$ cat src/rtl/keypad_pkg.sv
// Shared constants, scan-state type and key-code helpers for the 3x4 keypad event scanner.
package keypad_pkg;

  localparam logic [2:0] COL1 = 3'b001;
  localparam logic [2:0] COL2 = 3'b010;
  localparam logic [2:0] COL3 = 3'b100;

  localparam logic [3:0] KEY_STAR = 4'd10;
  localparam logic [3:0] KEY_HASH = 4'd11;

  typedef enum logic [1:0] {
    SCAN     = 2'd0,
    DEBOUNCE = 2'd1,
    PRESSED  = 2'd2
  } scan_state_t;

  // Exactly one row asserted; zero or several rows count as "no key" (ghost rejection).
  function automatic logic row_is_single(input logic [3:0] row);
    return (row != 4'b0000) && ((row & (row - 4'd1)) == 4'b0000);
  endfunction

  function automatic logic [2:0] next_col(input logic [2:0] col);
    case (col)
      COL1:    return COL2;
      COL2:    return COL3;
      default: return COL1;
    endcase
  endfunction

  function automatic logic [3:0] sat_inc(input logic [3:0] value);
    return (value == 4'hF) ? value : value + 4'd1;
  endfunction

  function automatic logic [3:0] row_col_to_code(input logic [3:0] row, input logic [2:0] col);
    logic [1:0] r;
    logic [1:0] c;
    logic [3:0] code;
    case (row)
      4'b0001: r = 2'd0;
      4'b0010: r = 2'd1;
      4'b0100: r = 2'd2;
      default: r = 2'd3;
    endcase
    case (col)
      COL1:    c = 2'd0;
      COL2:    c = 2'd1;
      default: c = 2'd2;
    endcase
    case ({r, c})
      4'h0:    code = 4'd1;
      4'h1:    code = 4'd2;
      4'h2:    code = 4'd3;
      4'h4:    code = 4'd4;
      4'h5:    code = 4'd5;
      4'h6:    code = 4'd6;
      4'h8:    code = 4'd7;
      4'h9:    code = 4'd8;
      4'hA:    code = 4'd9;
      4'hC:    code = KEY_STAR;
      4'hD:    code = 4'd0;
      4'hE:    code = KEY_HASH;
      default: code = 4'd0;
    endcase
    return code;
  endfunction

endpackage

$ cat src/rtl/key_event_fifo.sv
// Show-ahead synchronous FIFO for key events with a sticky overflow flag.
module key_event_fifo #(
  parameter int DEPTH = 4,
  parameter int WIDTH = 5
) (
  input  logic             clk,
  input  logic             rst,
  input  logic             push,
  input  logic [WIDTH-1:0] push_data,
  input  logic             pop_ready,
  output logic             valid,
  output logic [WIDTH-1:0] head,
  output logic             overflow
);

  localparam int AW = $clog2(DEPTH);

  logic [WIDTH-1:0] mem [DEPTH];
  logic [AW-1:0]    wr_ptr;
  logic [AW-1:0]    rd_ptr;
  logic [AW:0]      count;
  logic             full;
  logic             pop;
  logic             wr_en;

  assign valid = (count != '0);
  assign full  = (count == (AW+1)'(DEPTH));
  assign pop   = valid & pop_ready;
  assign wr_en = push & (~full | pop);
  // Head reads as zero while empty so the outputs carry defined values out of reset.
  assign head  = valid ? mem[rd_ptr] : '0;

  // NOTE: storage has no reset; occupancy is tracked by count, so stale entries are never exposed.
  always_ff @(posedge clk) begin
    if (wr_en) mem[wr_ptr] <= push_data;
  end

  always_ff @(posedge clk) begin
    if (rst) begin
      wr_ptr   <= '0;
      rd_ptr   <= '0;
      count    <= '0;
      overflow <= 1'b0;
    end else begin
      if (wr_en) wr_ptr <= wr_ptr + AW'(1);
      if (pop)   rd_ptr <= rd_ptr + AW'(1);
      case ({wr_en, pop})
        2'b10:   count <= count + (AW+1)'(1);
        2'b01:   count <= count - (AW+1)'(1);
        default: count <= count;
      endcase
      if (push && full && !pop) overflow <= 1'b1;
    end
  end

endmodule

$ cat src/rtl/keypad_event_scanner.sv
// 3x4 keypad scanner/debouncer emitting one FIFO event per key press.
// Define KEYPAD_RELEASE_EN to also emit release events (evt_release = 1).
module keypad_event_scanner
  import keypad_pkg::*;
#(
  parameter int SCAN_DIV       = 12499,
  parameter int DEBOUNCE_TICKS = 4,
  parameter int FIFO_DEPTH     = 4
) (
  input  logic       clk,
  input  logic       rst,
  input  logic [3:0] key_row,
  output logic [2:0] key_col,
  output logic       evt_valid,
  input  logic       evt_ready,
  output logic [3:0] evt_code,
  output logic       evt_release,
  output logic       key_held,
  output logic       overflow
);

  localparam int              DIV_W    = (SCAN_DIV > 0) ? $clog2(SCAN_DIV + 1) : 1;
  localparam logic [DIV_W-1:0] DIV_LAST = DIV_W'(SCAN_DIV);
  localparam logic [3:0]      DB_LAST  = 4'(DEBOUNCE_TICKS);

  logic [DIV_W-1:0] div_cnt;
  logic             tick;
  scan_state_t      state, state_nxt;
  logic [2:0]       col_nxt;
  logic [3:0]       cap_row, cap_row_nxt;
  logic [3:0]       dbcnt, dbcnt_nxt;
  logic [3:0]       relcnt, relcnt_nxt;
  logic             row_ok;
  logic             push;
  logic             push_rel;
  logic [3:0]       push_code;
  logic [4:0]       head;

  assign tick     = (div_cnt == DIV_LAST);
  assign row_ok   = row_is_single(key_row);
  assign key_held = (state == PRESSED);
  // The column is frozen outside SCAN, so key_col still names the captured key's column.
  assign push_code = row_col_to_code((state == SCAN) ? key_row : cap_row, key_col);

  // NOTE: every output of this block is defaulted first, so no path can infer a latch.
  always_comb begin
    state_nxt   = state;
    col_nxt     = key_col;
    cap_row_nxt = cap_row;
    dbcnt_nxt   = dbcnt;
    relcnt_nxt  = relcnt;
    push        = 1'b0;
    push_rel    = 1'b0;
    if (tick) begin
      unique case (state)
        SCAN: begin
          if (key_col == 3'b000) begin
            col_nxt = COL1;
          end else if (row_ok) begin
            cap_row_nxt = key_row;
            dbcnt_nxt   = 4'd1;
            relcnt_nxt  = 4'd0;
            if (DB_LAST == 4'd1) begin
              push      = 1'b1;
              state_nxt = PRESSED;
            end else begin
              state_nxt = DEBOUNCE;
            end
          end else begin
            col_nxt = next_col(key_col);
          end
        end
        DEBOUNCE: begin
          if (key_row == cap_row) begin
            dbcnt_nxt = sat_inc(dbcnt);
            if (sat_inc(dbcnt) == DB_LAST) begin
              push       = 1'b1;
              relcnt_nxt = 4'd0;
              state_nxt  = PRESSED;
            end
          end else begin
            col_nxt   = next_col(key_col);
            state_nxt = SCAN;
          end
        end
        PRESSED: begin
          // Any single-row sample (including a second key) restarts the release count.
          relcnt_nxt = row_ok ? 4'd0 : sat_inc(relcnt);
          if (!row_ok && sat_inc(relcnt) == DB_LAST) begin
`ifdef KEYPAD_RELEASE_EN
            push     = 1'b1;
            push_rel = 1'b1;
`endif
            relcnt_nxt = 4'd0;
            col_nxt    = next_col(key_col);
            state_nxt  = SCAN;
          end
        end
        default: state_nxt = SCAN;
      endcase
    end
  end

  // NOTE: sequential state uses non-blocking assignments so all registers update together.
  always_ff @(posedge clk) begin
    if (rst) begin
      div_cnt <= '0;
      state   <= SCAN;
      key_col <= 3'b000;
      cap_row <= 4'd0;
      dbcnt   <= 4'd0;
      relcnt  <= 4'd0;
    end else begin
      div_cnt <= tick ? '0 : div_cnt + DIV_W'(1);
      state   <= state_nxt;
      key_col <= col_nxt;
      cap_row <= cap_row_nxt;
      dbcnt   <= dbcnt_nxt;
      relcnt  <= relcnt_nxt;
    end
  end

  key_event_fifo #(
    .DEPTH (FIFO_DEPTH),
    .WIDTH (5)
  ) u_fifo (
    .clk       (clk),
    .rst       (rst),
    .push      (push),
    .push_data ({push_rel, push_code}),
    .pop_ready (evt_ready),
    .valid     (evt_valid),
    .head      (head),
    .overflow  (overflow)
  );

  assign evt_code    = head[3:0];
  assign evt_release = head[4];

endmodule

$ cat config.mk
export PLATFORM = sky130hd
export DESIGN_NAME = keypad_event_scanner
export DESIGN_NICKNAME = d
export VERILOG_FILES = /design/src/rtl/keypad_pkg.sv /design/src/rtl/key_event_fifo.sv /design/src/rtl/keypad_event_scanner.sv
export SDC_FILE = /design/constraint.sdc
export NUM_CORES = 1
export LEC_CHECK = 0
export ABC_CLOCK_PERIOD_IN_PS = 4600
export CAP_MARGIN = 40
export CORE_MARGIN = 2
export CORE_UTILIZATION = 35
export CTS_CLUSTER_DIAMETER = 60
export DETAILED_ROUTE_END_ITERATION = 6
export GPL_TIMING_DRIVEN = 0
export PLACE_DENSITY = 0.52
export SKIP_LAST_GASP = 1
export SLEW_MARGIN = 15
export SYNTH_ARGS = -nofsm -noshare
export SYNTH_HDL_FRONTEND = slang
export SYNTH_SLANG_ARGS = --single-unit
$ cat constraint.sdc
create_clock -name clk -period 4.6 [get_ports clk]
set_input_delay 0.92 -clock clk [delete_from_list [all_inputs] [get_ports clk]]
set_output_delay 0.92 -clock clk [all_outputs]
set_load 0.05 [all_outputs]
==> results of run 1 <==
## logic make-up after synthesis
| logic type | Yosys count | share of synthesized area |
|---|---|---|
| and+or+nand+nor | 138 | 0.259 |
| AOI/OAI and AO/OA | 60 | 0.134 |
| DFF | 57 | 0.412 |
| buffers and inverters | 28 | 0.0353 |
| xor gates and xnor gates | 18 | 0.0499 |
| adders and majority gates | 13 | 0.0539 |
| muxes | 12 | 0.0543 |
| other | 1 | 0.00119 |
## routing by layer
metal / routed length [um] / part of all wire / vias up / track usage
li1: - / - / 1250 / -
met1: 3140 / 0.48 / 1164 / 0.185
met2: 3200 / 0.49 / 29 / 0.225
met3: 199 / 0.030 / 6 / 0.0369
met4: 53 / 0.0080 / 0 / 0.0443
met5: 0 / 0 / - / 0
## synthesized netlist by cell type (5+ instances only)
cell	n
and3_1	11
or3_1	5
ha_1	12
mux2i_1	7
inv_1	15
a21oi_1	16
nor4b_1	5
edfxtp_1	16
o21ai_0	13
and2_1	8
nand3_1	9
xnor2_1	6
nand4_1	10
dfxtp_1	41
nand2_1	22
nor2_1	29
clkbuf_1	10
xor2_1	12
## through the flow
step	hold slack (ns)	cells	worst slack, ns	area [sq um]	total power, mW
6_report	0.463	462	1.47	3610	1.05
5_1_grt	0.487	462	1.37	3610	1.10
4_1_cts	0.471	462	1.42	3610	1.08
3_5_place_dp	0.451	446	1.26	3400	0.564
3_3_place_gp	0.449	446	1.23	3400	0.564
2_1_floorplan	0.426	327	1.70	3160	0.555
## state kept, by name, indices dropped and copies added, names as in the netlist, named ones only
signal	count
cap_row	4
dbcnt	4
div_cnt	14
key_col	3
relcnt	4
state	2
u_fifo.count	3
u_fifo.mem	16
u_fifo.overflow	1
u_fifo.rd_ptr	2
u_fifo.wr_ptr	2
## worst max-delay path, cell delays in order, from the launching register on
cell and delay [ns]:
dfxtp_1 0.48, mux4_2 0.53, and2_1 0.17, clkdlybuf4s50_1 0.69
## final cells by class
cell class	instances	area, sq um	area share
tap	108	135	0.0374
sequential	57	1300	0.360
multi-input combinational	242	1740	0.483
buffer	13	55.1	0.0152
clock buffer	10	128	0.0353
timing repair buffer	11	110	0.0305
clock inverter	6	82.6	0.0229
inverter	15	56.3	0.0156
## how the worst max path moves through the flow
stage	from	to	slack, ns	cells after the start
2_1_floorplan	key_row[3]	u_fifo.count[2]	1.70	12
3_3_place_gp	evt_ready	u_fifo.count[2]	1.23	10
3_5_place_dp	evt_ready	u_fifo.count[2]	1.26	10
4_1_cts	flip-flop	evt_code[2]	1.42	3
5_1_grt	flip-flop	evt_code[2]	1.37	3
6_report	flip-flop	evt_code[0]	1.47	3
## power by group through the flow
stage	logic, mW	registers, mW	clock network [mW]
2_1_floorplan	0.0258	0.529	0
3_3_place_gp	0.0342	0.530	0
3_5_place_dp	0.0347	0.530	0
4_1_cts	0.0350	0.518	0.523
5_1_grt	0.0385	0.518	0.542
6_report	0.0343	0.519	0.502
==> out/summary.md, run 1 <==
Status
• **run status** complete, no violations

Floorplan
• **starting density of the core** 0.362
• **number of placement rows** 34
• **die area** 9800 sq um
• **y dimension of the die** 99.0 um
• **x dimension of the die** 99.0 um
• **number of placed I/O pins** 18
• **area of the core region** 8720 sq um

Power and ir drop
• **relative contribution of sequential cells to total power** 0.492
• **net load switching power** 225 uW
• **clock share of power** 0.476
• **combinational cell fraction of total power** 0.033
• **IR drop worst, VDD** 0.166 mV
• **switching power as a share of total power** 0.213
• **cell internal pwr** 830 uW
• **Static Leak** 1.29 nW
• **areal power density over the cells** 292 nW/um^2

STA
• **setup clock skew after layout** 0.0130 ns
• **number of hold violations in the final report** 0
• **worst rel slew slack** 0.472
• **minimum clock period after layout** 3.13 ns
• **Final setup violation count** 0
• **setup repair after global routing missed its margin** no
• **transition time of the tightest slew-check pin** 0.790 ns
• **setup_tns** 0 ns
• **maximum clock rate** 320 MHz
• **final critical-path share of the clock period** 0.680
• **number of max-slew violations in the final report** 0

Worst hold path
• **Worst Hold Depth** 1
• **end of the worst hold path** div_cnt[0]
• **Hold Startpoint** div_cnt[0]
• **worst min-delay path category** reg2reg

Cells and area
• **final layout net count** 369
• **number of antenna diodes** 0
• **Filler cells** 846
• **highest-count cells in the layout ignoring fill and taps** dfxtp_1 (41), nor2_1 (29), nand2_1 (22)
• **post-layout utilization of the core** 0.414
• **most common cell after layout, fill and taps aside** dfxtp_1
• **Area growth syn-to-layout** 14.4%
• **share of cells above drive strength 1** 0.113

Place
• **total of buffers placed on input and output ports** 11
• **total half-perimeter wirelength after legalization and detailed placement** 4750 um
• **global placer's final weighted congestion** 0.740

Logic synthesis
• **Synth Flop Type** dfxtp_1
• **number of flops mapped to enable cells by yosys** 16
• **number of distinct library cell variants in the gate-level netlist after synthesis** 61
• **cell types occupying the most area after synthesis** dfxtp_1 (26%), edfxtp_1 (15%), ha_1 (4.8%), nor2_1 (3.4%), xor2_1 (3.3%)
• **part of the Yosys area used for sequential elements** 0.412
• **average cell area after synthesis** 9.65 sq um
• **post-synthesis cell count** 327
• **async set-or-reset flop fraction in the synthesized netlist** 0
• **number of storage elements in the synthesis netlist** 57
• **area share of the largest cell type after synthesis** 0.260
• **summed instance area of the synthesized netlist** 3160 sq um
• **number of nets in the synthesized netlist** 347
• **number of warnings printed during yosys synthesis** 0
• **library cell with the largest summed area after synthesis** dfxtp_1

Detailed routing
• **Avg Vias per Cell** 5.30
• **Antenna Nets Post-Route** 0
• **routed vias** 2,449
• **remaining design rule violation count** 0
• **routed wire length per instance** 14.3 um
• **total wirelength of the detailed-routed design** 6600 um
• **length of the first detailed-routing pass in iterations** 5
• **number of DRC markers after the initial detailed-route iteration** 131

Global routing
• **global-route congestion overflow total** 0
• **pin count of the biggest net entering global routing** 11
• **number of global-route vias before repair** 2,300
• **All-Layer GR Usage** 0.140
• **number of antenna violations at the first check in global routing** 0
• **wire length of the first global-routing pass** 11,000 um

Setup path
• **worst endpoint data arrival time** 2.21 ns
• **Crit Reg-Reg Endpoint** u_fifo.count[2]
• **worst r2r src** dbcnt[0]
• **critical-path maximum fanout** 4
• **element type at the critical path start** flip-flop
• **register-to-register setup slack** 1.68 ns
• **Worst Reg2Reg Path Length in Cells** 12
• **Worst Path Class, Setup** reg2out
• **CP required** 3.68 ns
• **Worst Setup End Kind** output port

Clock tree
• **# H-tree levels** 3
• **CTS Sinks** 57
• **worst-skew pair later-pin latency** 0.33 ns
• **library cell used as clock root buffer** clkbuf_8
• **number of buffers added by the clock tree synthesis step** 9
• **maximum root-to-sink buffer count** 2
• **clock transition at the registers of the reported paths** 0.07 ns
• **clock tree from TritonCTS** done
• **number of buffers added for setup after CTS** 0
• **# resized after CTS** 0
• **Hold-fix buffers, CTS** 0

Flow run
• **Max Cap Viol** 0

Note: power is estimated with default switching activity, not from simulation.
==> run 2: changes to the inputs <==
Settings changed: ABC_CLOCK_PERIOD_IN_PS 4600 to 2500, PLACE_DENSITY 0.52 to 0.53.
Clock period 4.6 ns to 2.5 ns, I/O delays scaled along.
==> run 2 against run 1 <==
  * The run now ends with negative setup slack left
  * First-iteration DRC count shrank 42%
  * Sequential share of layout area decreased by 0.77 points
  * Clock skew is 0.0074 ns lower
  * Register-to-register slack worse by 1.8 ns
  * Clock power grew 87%
  * Combinational power rose by 91%
  * Via count grew 1.3%
  * Critical path depth grew 9
  * Flip-flop and latch count unchanged
  * Critical endpoint is now u_fifo.count[2]
  * Largest power group unchanged
==> out/summary.md, run 2 (synthesized netlist as in run 1, its figures left out) <==
Power and ir drop
• **clock share of power** 0.479
• **cell internal pwr** 1.53 mW
• **Static Leak** 1.38 nW
• **areal power density over the cells** 525 nW/um^2
• **switching power as a share of total power** 0.220
• **relative contribution of sequential cells to total power** 0.488
• **combinational cell fraction of total power** 0.033
• **IR drop worst, VDD** 0.228 mV
• **Pwr Total** 1.96 mW
• **net load switching power** 430 uW

Setup path
• **CP required** 2.77 ns
• **Worst Setup End Kind** flip-flop
• **element type at the critical path start** flip-flop
• **Worst Path Class, Setup** reg2reg
• **critical-path maximum fanout** 7
• **worst endpoint data arrival time** 2.90 ns
• **register-to-register setup slack** -0.13 ns

STA
• **number of max-slew violations in the final report** 0
• **transition time of the tightest slew-check pin** 0.821 ns
• **number of hold violations in the final report** 0
• **final worst slack** -0.135 ns
• **setup repair after global routing missed its margin** yes
• **minimum clock period after layout** 2.63 ns
• **setup clock skew after layout** 0.00558 ns
• **Final setup violation count** 1
• **final critical-path share of the clock period** 1.05
• **worst rel slew slack** 0.452
• **maximum clock rate** 380 MHz
• **post-route worst hold slack** 0.467 ns

Worst hold path
• **worst min-delay path category** reg2reg

Cells and area
• **highest-count cells in the layout ignoring fill and taps** dfxtp_1 (36), nor2_1 (29), nand2_1 (22)
• **most common cell after layout, fill and taps aside** dfxtp_1
• **number of antenna diodes** 0
• **Area growth syn-to-layout** 18.0%
• **leading registers by flop count** u_fifo.mem x16, div_cnt x14
• **final layout net count** 372
• **Final Instance Count excl. Fillers** 465
• **flip-flop count of the largest register after layout** 16
• **register name with the most flops** u_fifo.mem
• **share of cells above drive strength 1** 0.151

Floorplan
• **starting density of the core** 0.362
• **y dimension of the die** 99.0 um
• **number of placed I/O pins** 18
• **x dimension of the die** 99.0 um
• **number of placement rows** 34
• **area of the core region** 8720 sq um
• **die area** 9800 sq um

Status
• **violations in the final reports** negative setup slack
• **run status** complete, but fails checks

Global routing
• **wire length of the first global-routing pass** 11,000 um
• **number of antenna violations at the first check in global routing** 0
• **All-Layer GR Usage** 0.142
• **pin count of the biggest net entering global routing** 11
• **global-route congestion overflow total** 0
• **number of global-route vias before repair** 2,280

Detailed routing
• **number of DRC markers after the initial detailed-route iteration** 76
• **routed wire length per instance** 14.5 um
• **total wirelength of the detailed-routed design** 6750 um
• **remaining design rule violation count** 0
• **length of the first detailed-routing pass in iterations** 4
• **Antenna Nets Post-Route** 0
• **routed vias** 2,482
• **Avg Vias per Cell** 5.34

Flow run
• **Max Cap Viol** 0

Place
• **total half-perimeter wirelength after legalization and detailed placement** 4790 um
• **placed instance count** 446
• **total of buffers placed on input and output ports** 11
• **global placer's final weighted congestion** 0.775

Clock tree
• **maximum root-to-sink buffer count** 2
• **CTS Sinks** 57
• **worst-skew pair later-pin latency** 0.34 ns
• **library cell used as clock root buffer** clkbuf_8
• **number of buffers added by the clock tree synthesis step** 9
• **# H-tree levels** 3
• **clock transition at the registers of the reported paths** 0.07 ns
• **clock tree from TritonCTS** done

run 2: cell count changes in the layout (fill, tap and decap cells not counted), sizes merged:
cell,delta
buf,+3
clkdlybuf4s50,-5
dlymetal6s2s,+1
dlygate4sd2,+4
run 2: power groups by stage:
stage | logic, mW | clock network, mW | registers (mW)
3_3_place_gp | 0.0631 | 0 | 0.974
4_1_cts | 0.0649 | 0.958 | 0.954
5_1_grt | 0.0727 | 1.01 | 0.953
2_1_floorplan | 0.0475 | 0 | 0.973
3_5_place_dp | 0.0640 | 0 | 0.974
6_report | 0.0654 | 0.937 | 0.953
run 2: critical path, stage by stage, from the launching register on:
cell	delay, ns
dfxtp_4	0.38
ha_4	0.17
and4b_1	0.20
o311a_4	0.33
nand4_1	0.16
nor2_1	0.06
inv_1	0.07
ha_1	0.18
inv_1	0.06
fa_1	0.37
xor2_1	0.16
or3_1	0.30
a21oi_1	0.14
run 2: repair_timing:
item,4_1_cts,5_1_grt
pin swaps,3,1
endpoints found under the setup margin,10,19
gates resized for setup,10,11
hold buffers,0,0
endpoints found under the hold margin,0,0
setup buffers,1,2
run 2: stage by stage:
stage / util / setup slack, ns / area [sq um] / TNS, ns
floorplan: - / 0.0216 / 3170 / 0
global placement: 0.392 / -0.446 / 3420 / -0.837
detailed placement: 0.392 / -0.424 / 3420 / -1.00
CTS: 0.419 / -0.221 / 3650 / -0.221
global route: 0.427 / -0.302 / 3720 / -0.508
finish: 0.427 / -0.135 / 3720 / -0.135
run 2: path summary, 6_finish.rpt:
kind,end,start,cells past startpoint
hold / removal,div_cnt[0],div_cnt[0],1
setup reg to reg,u_fifo.count[2],dbcnt[1],12
hold reg to reg,div_cnt[0],div_cnt[0],1
setup / recovery,u_fifo.count[2],dbcnt[1],12
run 2: cell type report:
cell class                 count  area (sq um)
multi-input combinational    242          1810
sequential                    57          1310
inverter                      15          56.3
buffer                        13          56.3
clock buffer                  10           128
tap                          108           135
clock inverter                 6          82.6
timing repair buffer          14           143
fill                         855          5000
run 2: routing by layer:
| metal | part of all wire | global-route usage | routed length [um] |
|---|---|---|---|
| met1 | 0.49 | 0.186 | 3280 |
| met2 | 0.46 | 0.219 | 3140 |
| met3 | 0.036 | 0.0397 | 241 |
| met4 | 0.013 | 0.0601 | 90 |
| met5 | 0 | 0 | 0 |
